$ cat src/rtl/lock_code_sender_if.sv
// Code-entry link between the requesting logic and the lock-code transmitter.
// The master starts a sequence; the slave drives the lock pins and status.
interface lock_code_sender_if #(
    parameter int CODE_LEN = 7
);
    logic                start;
    logic [CODE_LEN-1:0] code;
    logic                x;
    logic                enter;
    logic                reset_lock;
    logic                busy;
    logic                done;

    modport master (
        output start, code,
        input  x, enter, reset_lock, busy, done
    );

    modport slave (
        input  start, code,
        output x, enter, reset_lock, busy, done
    );
endinterface

$ cat src/rtl/lock_code_sender.sv
// Shifts a parallel code out MSB-first to the lock, one bit per active-low Enter
// strobe, optionally preceded by one clear strobe with Reset_Lock low.
module lock_code_sender #(
    parameter int CODE_LEN  = 7,
    parameter int SETUP_CYC = 4,
    parameter int LOW_CYC   = 8,
    parameter int HIGH_CYC  = 8,
    parameter bit CLEAR_EN  = 1'b1
) (
    input  logic                 clk,
    input  logic                 rst,
    lock_code_sender_if.slave    bus
);

    localparam int MAX_LH  = (LOW_CYC > HIGH_CYC) ? LOW_CYC : HIGH_CYC;
    localparam int MAX_CYC = (SETUP_CYC > MAX_LH) ? SETUP_CYC : MAX_LH;
    localparam int CNT_W   = $clog2(MAX_CYC) + 1;
    localparam int IDX_W   = $clog2(CODE_LEN + 1);

    typedef enum logic [2:0] {
        IDLE,
        CLR_SETUP,
        CLR_STROBE,
        CLR_HOLD,
        BIT_SETUP,
        BIT_STROBE,
        BIT_HOLD,
        DONE
    } state_t;

    state_t              state_q, state_d;
    logic [CNT_W-1:0]    cnt_q, cnt_d;
    logic [CODE_LEN-1:0] shift_q, shift_d;
    logic [IDX_W-1:0]    idx_q, idx_d;
    logic                x_q, x_d;
    logic                enter_q, enter_d;
    logic                rl_q, rl_d;
    logic                busy_q, busy_d;
    logic                done_q, done_d;
    logic                phase_end;

    // Counter load for a state: it counts down to zero, so load length-1.
    function automatic logic [CNT_W-1:0] phase_len(input state_t s);
        case (s)
            CLR_SETUP, BIT_SETUP:   phase_len = CNT_W'(SETUP_CYC - 1);
            CLR_STROBE, BIT_STROBE: phase_len = CNT_W'(LOW_CYC - 1);
            CLR_HOLD, BIT_HOLD:     phase_len = CNT_W'(HIGH_CYC - 1);
            default:                phase_len = '0;
        endcase
    endfunction

    // State and registered outputs.
    // NOTE: sequential state uses non-blocking assignments so every flop samples
    // the pre-edge values; blocking here would create order-dependent races.
    always_ff @(posedge clk or posedge rst) begin
        if (rst) begin
            state_q <= IDLE;
            cnt_q   <= '0;
            shift_q <= '0;
            idx_q   <= '0;
            x_q     <= 1'b0;
            enter_q <= 1'b1;
            rl_q    <= 1'b1;
            busy_q  <= 1'b0;
            done_q  <= 1'b0;
        end else begin
            state_q <= state_d;
            cnt_q   <= cnt_d;
            shift_q <= shift_d;
            idx_q   <= idx_d;
            x_q     <= x_d;
            enter_q <= enter_d;
            rl_q    <= rl_d;
            busy_q  <= busy_d;
            done_q  <= done_d;
        end
    end

    assign phase_end = (cnt_q == '0);

    // Next state, phase counter and shift register.
    // NOTE: every signal gets a default before the case so no path leaves it
    // unassigned; a missing default here would infer a latch.
    always_comb begin
        state_d = state_q;
        shift_d = shift_q;
        idx_d   = idx_q;

        case (state_q)
            IDLE, DONE: begin
                if (bus.start) begin
                    shift_d = bus.code;
                    idx_d   = '0;
                    state_d = CLEAR_EN ? CLR_SETUP : BIT_SETUP;
                end else begin
                    state_d = IDLE;
                end
            end
            CLR_SETUP:  if (phase_end) state_d = CLR_STROBE;
            CLR_STROBE: if (phase_end) state_d = CLR_HOLD;
            CLR_HOLD:   if (phase_end) state_d = BIT_SETUP;
            BIT_SETUP:  if (phase_end) state_d = BIT_STROBE;
            BIT_STROBE: if (phase_end) state_d = BIT_HOLD;
            BIT_HOLD: begin
                if (phase_end) begin
                    shift_d = shift_q << 1;
                    idx_d   = idx_q + IDX_W'(1);
                    state_d = (idx_q == IDX_W'(CODE_LEN - 1)) ? DONE : BIT_SETUP;
                end
            end
            default: state_d = IDLE;
        endcase

        if (state_d != state_q) begin
            cnt_d = phase_len(state_d);
        end else if (!phase_end) begin
            cnt_d = cnt_q - CNT_W'(1);
        end else begin
            cnt_d = cnt_q;
        end
    end

    // Outputs are decoded from the upcoming state so they land in flops.
    always_comb begin
        x_d     = 1'b0;
        enter_d = 1'b1;
        rl_d    = 1'b1;
        busy_d  = 1'b0;
        done_d  = 1'b0;

        case (state_d)
            CLR_SETUP: begin
                rl_d   = 1'b0;
                busy_d = 1'b1;
            end
            CLR_STROBE: begin
                rl_d    = 1'b0;
                enter_d = 1'b0;
                busy_d  = 1'b1;
            end
            CLR_HOLD: begin
                busy_d = 1'b1;
            end
            BIT_SETUP, BIT_HOLD: begin
                x_d    = shift_d[CODE_LEN-1];
                busy_d = 1'b1;
            end
            BIT_STROBE: begin
                x_d     = shift_d[CODE_LEN-1];
                enter_d = 1'b0;
                busy_d  = 1'b1;
            end
            DONE: begin
                done_d = 1'b1;
            end
            default: ;
        endcase
    end

    assign bus.x          = x_q;
    assign bus.enter      = enter_q;
    assign bus.reset_lock = rl_q;
    assign bus.busy       = busy_q;
    assign bus.done       = done_q;

endmodule

$ cat src/flat_wrapper.sv
// flat-port wrapper written by rule: the top's interface ports become plain ports
module lock_code_sender_flat 
#(
    parameter int CODE_LEN  = 7,
    parameter int SETUP_CYC = 4,
    parameter int LOW_CYC   = 8,
    parameter int HIGH_CYC  = 8,
    parameter bit CLEAR_EN  = 1'b1
)
  (clk, rst, bus_start, bus_code, bus_x, bus_enter, bus_reset_lock, bus_busy, bus_done);
  lock_code_sender_if #(.CODE_LEN(CODE_LEN)) bus_i ();
  input  logic clk;
  input  logic rst;
  input wire logic [$bits(bus_i.start)-1:0] bus_start;
  input wire logic [$bits(bus_i.code)-1:0] bus_code;
  output wire logic [$bits(bus_i.x)-1:0] bus_x;
  output wire logic [$bits(bus_i.enter)-1:0] bus_enter;
  output wire logic [$bits(bus_i.reset_lock)-1:0] bus_reset_lock;
  output wire logic [$bits(bus_i.busy)-1:0] bus_busy;
  output wire logic [$bits(bus_i.done)-1:0] bus_done;
  assign bus_i.start = bus_start;
  assign bus_i.code = bus_code;
  assign bus_x = bus_i.x;
  assign bus_enter = bus_i.enter;
  assign bus_reset_lock = bus_i.reset_lock;
  assign bus_busy = bus_i.busy;
  assign bus_done = bus_i.done;
  lock_code_sender #(.CODE_LEN(CODE_LEN), .SETUP_CYC(SETUP_CYC), .LOW_CYC(LOW_CYC), .HIGH_CYC(HIGH_CYC), .CLEAR_EN(CLEAR_EN)) u_core (.clk(clk), .rst(rst), .bus(bus_i));
endmodule
$ cat config.mk
export PLATFORM = sky130hd
export DESIGN_NAME = lock_code_sender_flat
export DESIGN_NICKNAME = d
export VERILOG_FILES = /design/src/rtl/lock_code_sender_if.sv /design/src/rtl/lock_code_sender.sv /design/src/flat_wrapper.sv
export SDC_FILE = /design/constraint.sdc
export NUM_CORES = 1
export LEC_CHECK = 0
export ABC_AREA = 1
export BUFFER_PORTS_ARGS = -buffer_cell sky130_fd_sc_hd__buf_2
export CORE_MARGIN = 1
export CORE_UTILIZATION = 30
export DETAILED_ROUTE_END_ITERATION = 10
export PLACE_DENSITY = 0.52
export SYNTH_ARGS = -nofsm -noshare
export SYNTH_HDL_FRONTEND = slang
export SYNTH_SLANG_ARGS = --single-unit
$ cat constraint.sdc
create_clock -name clk -period 1.6 [get_ports clk]
set_clock_uncertainty 0.05 [all_clocks]
set_input_delay 0.16 -clock clk [delete_from_list [all_inputs] [get_ports clk]]
set_output_delay 0.16 -clock clk [all_outputs]
set_load 0.005 [all_outputs]
# Yosys cells after proc, flatten, opt, wreduce, memory -nomap -nowiden

Cells that the tools add are included.

Bits in registers: 22
Logic and storage cells: 65
Input port bits: 10

Add/sub/neg operators: 2
Muxes and demuxes: 23
Reductions and logical operators: 11
Equal/unequal tests: 19

Operators by type and width:

| cell                                                   | count |
|---|---|
| == test 3 bit (second input constant)                  | 9 |
| two-way mux 3 bit                                      | 8 |
| one-hot mux 3 bit (7 select lines)                     | 1 |
| two-way mux 7 bit                                      | 2 |
| one-hot mux 7 bit (2 select lines)                     | 1 |
| == test 3 x 2 -> 1 bit (second input constant)         | 4 |
| one-hot mux 3 bit (2 select lines)                     | 2 |
| two-way mux 4 bit                                      | 2 |
| OR reduction 2 bit                                     | 4 |
| == test 3 x 1 -> 1 bit (second input constant)         | 2 |
| two-way mux 1 bit                                      | 6 |
| OR reduction 6 bit                                     | 1 |
| zero test 4 bit                                        | 1 |
| inequality test 2 bit (second input constant)          | 2 |
| OR reduction 4 bit                                     | 1 |
| subtractor 4 x 1 -> 4 bit (second input constant)      | 1 |
| adder 3 x 1 -> 3 bit (second input constant)           | 1 |
| zero test 3 bit                                        | 1 |
| inequality test 3 bit                                  | 1 |
| AND reduction 3 bit                                    | 1 |
| OR reduction 3 bit                                     | 1 |
| two-way mux 2 bit                                      | 1 |
| inequality test 2 x 1 -> 1 bit (second input constant) | 1 |
| nonzero test 2 bit                                     | 1 |

# Depth between registers and ports, before layout

Depth in word-level cells: 8
Mapped depth: 14
Depth with buffers taken out: 14

# Least setup slack after synthesis

OpenSTA, ideal clock, no wires.

Path type: flip-flop to flip-flop
Start point: reg u_core.cnt_q[0]
End point: reg u_core.cnt_q[2]
Stages on the path, launching flop included: 13
Arrival: 1.528 ns
Slack: -0.096 ns
Cells stage by stage: dfrtp_1 > inv_1 > ha_1 > nand2_4 > inv_1 > nand4_1 > nand2_1 > nor2_2 > nand2_1 > nand3_2 > inv_2 > nor2_1 > nor2_1

Longest elaborated chain between the ends: 7

Ends and longest elaborated chain:

| what                                                                      | line                    | RTL |
|---|---|---|
| start, declared                                                           | lock_code_sender.sv:32  | `logic [CNT_W-1:0] cnt_q, cnt_d;` |
| start signal, assigned                                                    | lock_code_sender.sv:68  | `cnt_q <= cnt_d;` |
| zero test 4 bit                                                           | lock_code_sender.sv:79  | `assign phase_end = (cnt_q == '0);` |
| two-way mux 3 bit, or another cell as far along                           | lock_code_sender.sv:105 | `if (phase_end) begin` |
| one-hot mux 3 bit (7 select lines)                                        | lock_code_sender.sv:89  | `case (state_q)` |
| == test 3 x 2 -> 1 bit, or another cell as far along                      | lock_code_sender.sv:44  | `case (s)` |
| OR reduction 4 bit (no line) / OR reduction 2 bit (equally long branches) | -                       |  |
| one-hot mux 3 bit (2 select lines)                                        | lock_code_sender.sv:44  |  |
| two-way mux 4 bit                                                         | lock_code_sender.sv:114 | `if (state_d != state_q) begin` |

Several ways; a longest one is shown, not always the timed one. The select of a mux whose other input is x is not followed.
A chain may end at the register's enable or synchronous reset.

# Worst setup path after layout

Start point: reg u_core.cnt_q[1]
End point: reg u_core.cnt_q[1]

The elaborated chain is that of the path after synthesis.

==> metrics.md <==
| Metric | Value |
|---|---|
| Seq. cell area | ~560 um2 |
| Routed wire length per instance | around 11 um |
| Share of total power in the clock network | 0.104 |
| GR Overflow Total | 0 |
| Syn Nets | about 160 |
| Setup ws final | -0.08917 ns |
| Number of global-route vias before repair | 1197 |
| Setup Crit Path Kind | flip-flop to flip-flop |
| Syn Area/Cell | 8.587 um2 |
| Initial antenna violation count | 0 |
| Crit-path max FO | 7 |
| Rel. slew slack | 0.7172 |
| Worst Hold Class | input pin to flip-flop |
| Crit path required time | about 1.7 ns |
| CP Cell Sequence | inv_2 -> ha_4 -> nand2_8 -> nand3_1 -> nand4_1 -> nor2_4 -> nand2_4 -> buf_6 -> nand4_1 -> nand3_1 |
| Ys async rst share | 1.000 |
| Routed vias/inst | roughly 4.4 |
| Setup Viol. Count Final | 10 |
| Inserted Clock Buffers | 3 |
| Detailed placement HPWL | 2.245 mm |
| Initial Utilization | 0.3134 |
| Drt first pass iters | 4 |
| Crit end category | flip-flop |
| GRT Resource Usage Total | 0.1541 |
| Combinational share of power | 0.656 |
| Yosys top cell area share | 0.3992 |
| First-pass GRT wire length | around 5.2 mm |
| Clk sinks | 22 |
| Register area share after synthesis | 0.4411 |
| Count leader, synth | nand2_1 |
| Setup WS pre-CTS | -0.1089 ns |
| Total I/O pin count | 15 |
| Top post-synthesis cells by count | 37 x nand2_1, 20 x dfrtp_1, 15 x inv_1, 13 x nand3_1, 8 x nor2_1 |
| Placer Congestion | between 0.8 and 0.9 |
| Primary FF master, synth | dfrtp_1 |
| Buffers & Inverters on Critical Path | 2 |
| Failing checks | negative setup slack |
| Slew Viols, Final | 0 |
| IO buf count | 14 |
| Area Growth Syn to Fin | 49.90% |
| Crit path launch type | flip-flop |
| PD cells | 2073 nW/um2 |
| Deepest clock path buffer count | 2 |
| Post-synth EDFFs | 0 |
| Critical Path Source | u_core.cnt_q[1]$_DFFE_PP0P_ |
| Mapped Area | around 1300 um2 |
| Max cap viols | 0 |
| Largest net degree at the start of global routing | 13 |
| Largest area contributor in the netlist | dfrtp_1 |
| Max incr delay on CP | between 0.3 and 0.4 ns |
| CORE AREA | between 4000 and 5000 um2 |
| Status | complete, but fails checks |
| Synth Instances | 146 |
| Die width | ~67 um |
| Total wire length | about 2.9 mm |
| Setup TNS | -0.4191 ns |
| Routed vias | approximately 1.1k |
| Area contributors post-synth | dfrtp_1 40%, nand2_1 11%, nand3_1 5.2% |
| Ant. Diodes | 0 |
| Worst-Margin Slew | between 0.4 and 0.5 ns |
| Fmax | about 600 MHz |
| First DRT Iteration DRCs | 10 |
| Total die area | 4442 um2 |
| Int Pwr | about 2.3 mW |
| Share of cells above drive strength 1 | 0.5240 |
| Number of synthesized register bits | 22 |
| Hold Fails Final Rpt | 0 |
| CTS clk-pin slew, worst paths | around 0.08 ns |
| Sw frac | 0.4110 |
| CTS H-Tree Depth | 1 |
| Net Sw Power | about 1.6 mW |
| Hold Slack | 0.04890 ns |
| Skew-Pair Late Insertion Delay | 0.26 ns |
| Routed Antenna Nets | 0 |
| Die Height | 66.65 um |
| Overall Power | around 3.9 mW |
| Std-Cell Rows | 23 |
| Crit-path leading delay family | simple AND/OR/NAND/NOR gates |
| Design Area, Final | approximately 1900 um2 |
| Min Tclk post-route | 1.689 ns |
| Sequential power share | 0.240 |
| Flop-to-flop setup slack | -0.09 ns |
| Worst EP arrival | about 1.8 ns |
| DP Area | ~1700 um2 |
| Ys Warns | 0 |
| Maximum vdd ir drop | just over 0.9 mV |
| Unrepaired setup endpoints after global routing | yes |
| CTS tree | done |
| Root Buffer | clkbuf_8 |
| Launch point of the worst reg-to-reg path | u_core.cnt_q[1]$_DFFE_PP0P_ |
| Unique cell type count in the Yosys netlist | 31 |
| Leakage | 0.9571 nW |
| Period Utilization, post-route | 1.056 |
| Fillers | 394 |
| Multi-input logic area | 709.4 um2 |
| DRC | 0 |
| Critical-path top delay cell | dfrtp_1 |
| Nets | ~220 |
| Critical hold path startpoint | bus_code[2] |
[tightest hold or removal path, stage by stage]
cell,delay [ns]
buf_2,0.08
nand2_1,0.04
nand3_1,0.05
[layout make-up]
type	count	share of cell area
repair buffers	59	0.2244
multi-input cells	104	0.3775
well taps	50	0.03329
inverters	19	0.03928
flip-flops and latches	22	0.2963
clock buffers	4	0.02929
[registers in the layout, summed over array words and instances (netlist names)]
| signal | cells |
|---|---|
| u_core.shift_q | 7 |
| u_core.cnt_q | 4 |
| u_core.idx_q | 3 |
| u_core.state_q | 3 |
| u_core.bus.busy | 1 |
| u_core.bus.done | 1 |
| u_core.bus.enter | 1 |
| u_core.bus.reset_lock | 1 |
| u_core.bus.x | 1 |
[cells by family (layout without fill, tap and decap cells)]
family | after synthesis | count (layout) | share of synthesized area
simple gates | 82 | 82 | 0.3493
flops | 22 | 22 | 0.4411
buf+inv | 20 | 82 | 0.06786
compound gates | 15 | 15 | 0.08385
xor+xnor | 4 | 4 | 0.02795
fa+ha+maj | 3 | 3 | 0.02994
[path summary, 6_finish.rpt]
kind,depth (start not counted),end
setup reg to reg,10,u_core.cnt_q[1]$_DFFE_PP0P_
min in group asynchronous,3,u_core.bus.x$_DFF_PP0_
setup / recovery,10,u_core.cnt_q[1]$_DFFE_PP0P_
max in group asynchronous,4,u_core.state_q[0]$_DFF_PP0_
hold / removal,3,u_core.shift_q[2]$_DFFE_PP0P_
hold reg to reg,2,u_core.shift_q[2]$_DFFE_PP0P_
[through the flow]
| step | instances | util |
|---|---|---|
| 2_1_floorplan | 146 | - |
| 4_1_cts | 254 | 0.4510 |
| 6_report | 258 | 0.4698 |
| 3_3_place_gp | 243 | 0.4126 |
| 5_1_grt | 258 | 0.4698 |
| 3_5_place_dp | 243 | 0.4126 |
[power groups by stage]
stage / Combinational, mW / Sequential [mW] / Clock [mW]
2_1_floorplan: 1.29 / 0.917 / 0
3_3_place_gp: 2.07 / 0.928 / 0
3_5_place_dp: 2.11 / 0.934 / 0
4_1_cts: 2.39 / 0.928 / 0.424
5_1_grt: 2.83 / 0.961 / 0.441
6_report: 2.55 / 0.937 / 0.406
[cell usage in the layout, fill, tap and decap left out, types with 3 or more instances in the layout]
cell type  netlist  final
a21oi_2          1      3
nand3_1         13     12
clkbuf_8         0      4
inv_1           15     10
dfrtp_2          0      3
inv_2            3      8
nor3_1           3      3
buf_6            1      3
buf_4            0     41
nor2_1           8      7
nand2_1         37     30
xor2_1           3      3
o21ai_1          2      4
buf_2            0     14
nand4_1          3      3
nand2_4          3      5
nand2_2          7     11
nor2_4           2      4
dfrtp_1         20     17
[per-layer routing]
layer | vias to the layer above | track usage | wire length (um)
li1 | 590 | - | -
met1 | 529 | 0.1646 | 1233
met2 | 15 | 0.3005 | 1545
met3 | 7 | 0.03082 | 66
met4 | 0 | 0.03989 | 44
met5 | - | 0 | 0
[timing repair]
action                                 in CTS  in global routing
pin swaps                                   9                  6
endpoints found under the hold margin       8                  0
resized for setup                          14                 14
hold buffers                                1                  0
cloned                                      0                  0
setup endpoints to repair                   7                 17
buffers inserted                            6                  4
(Power assumes the default switching activity.)
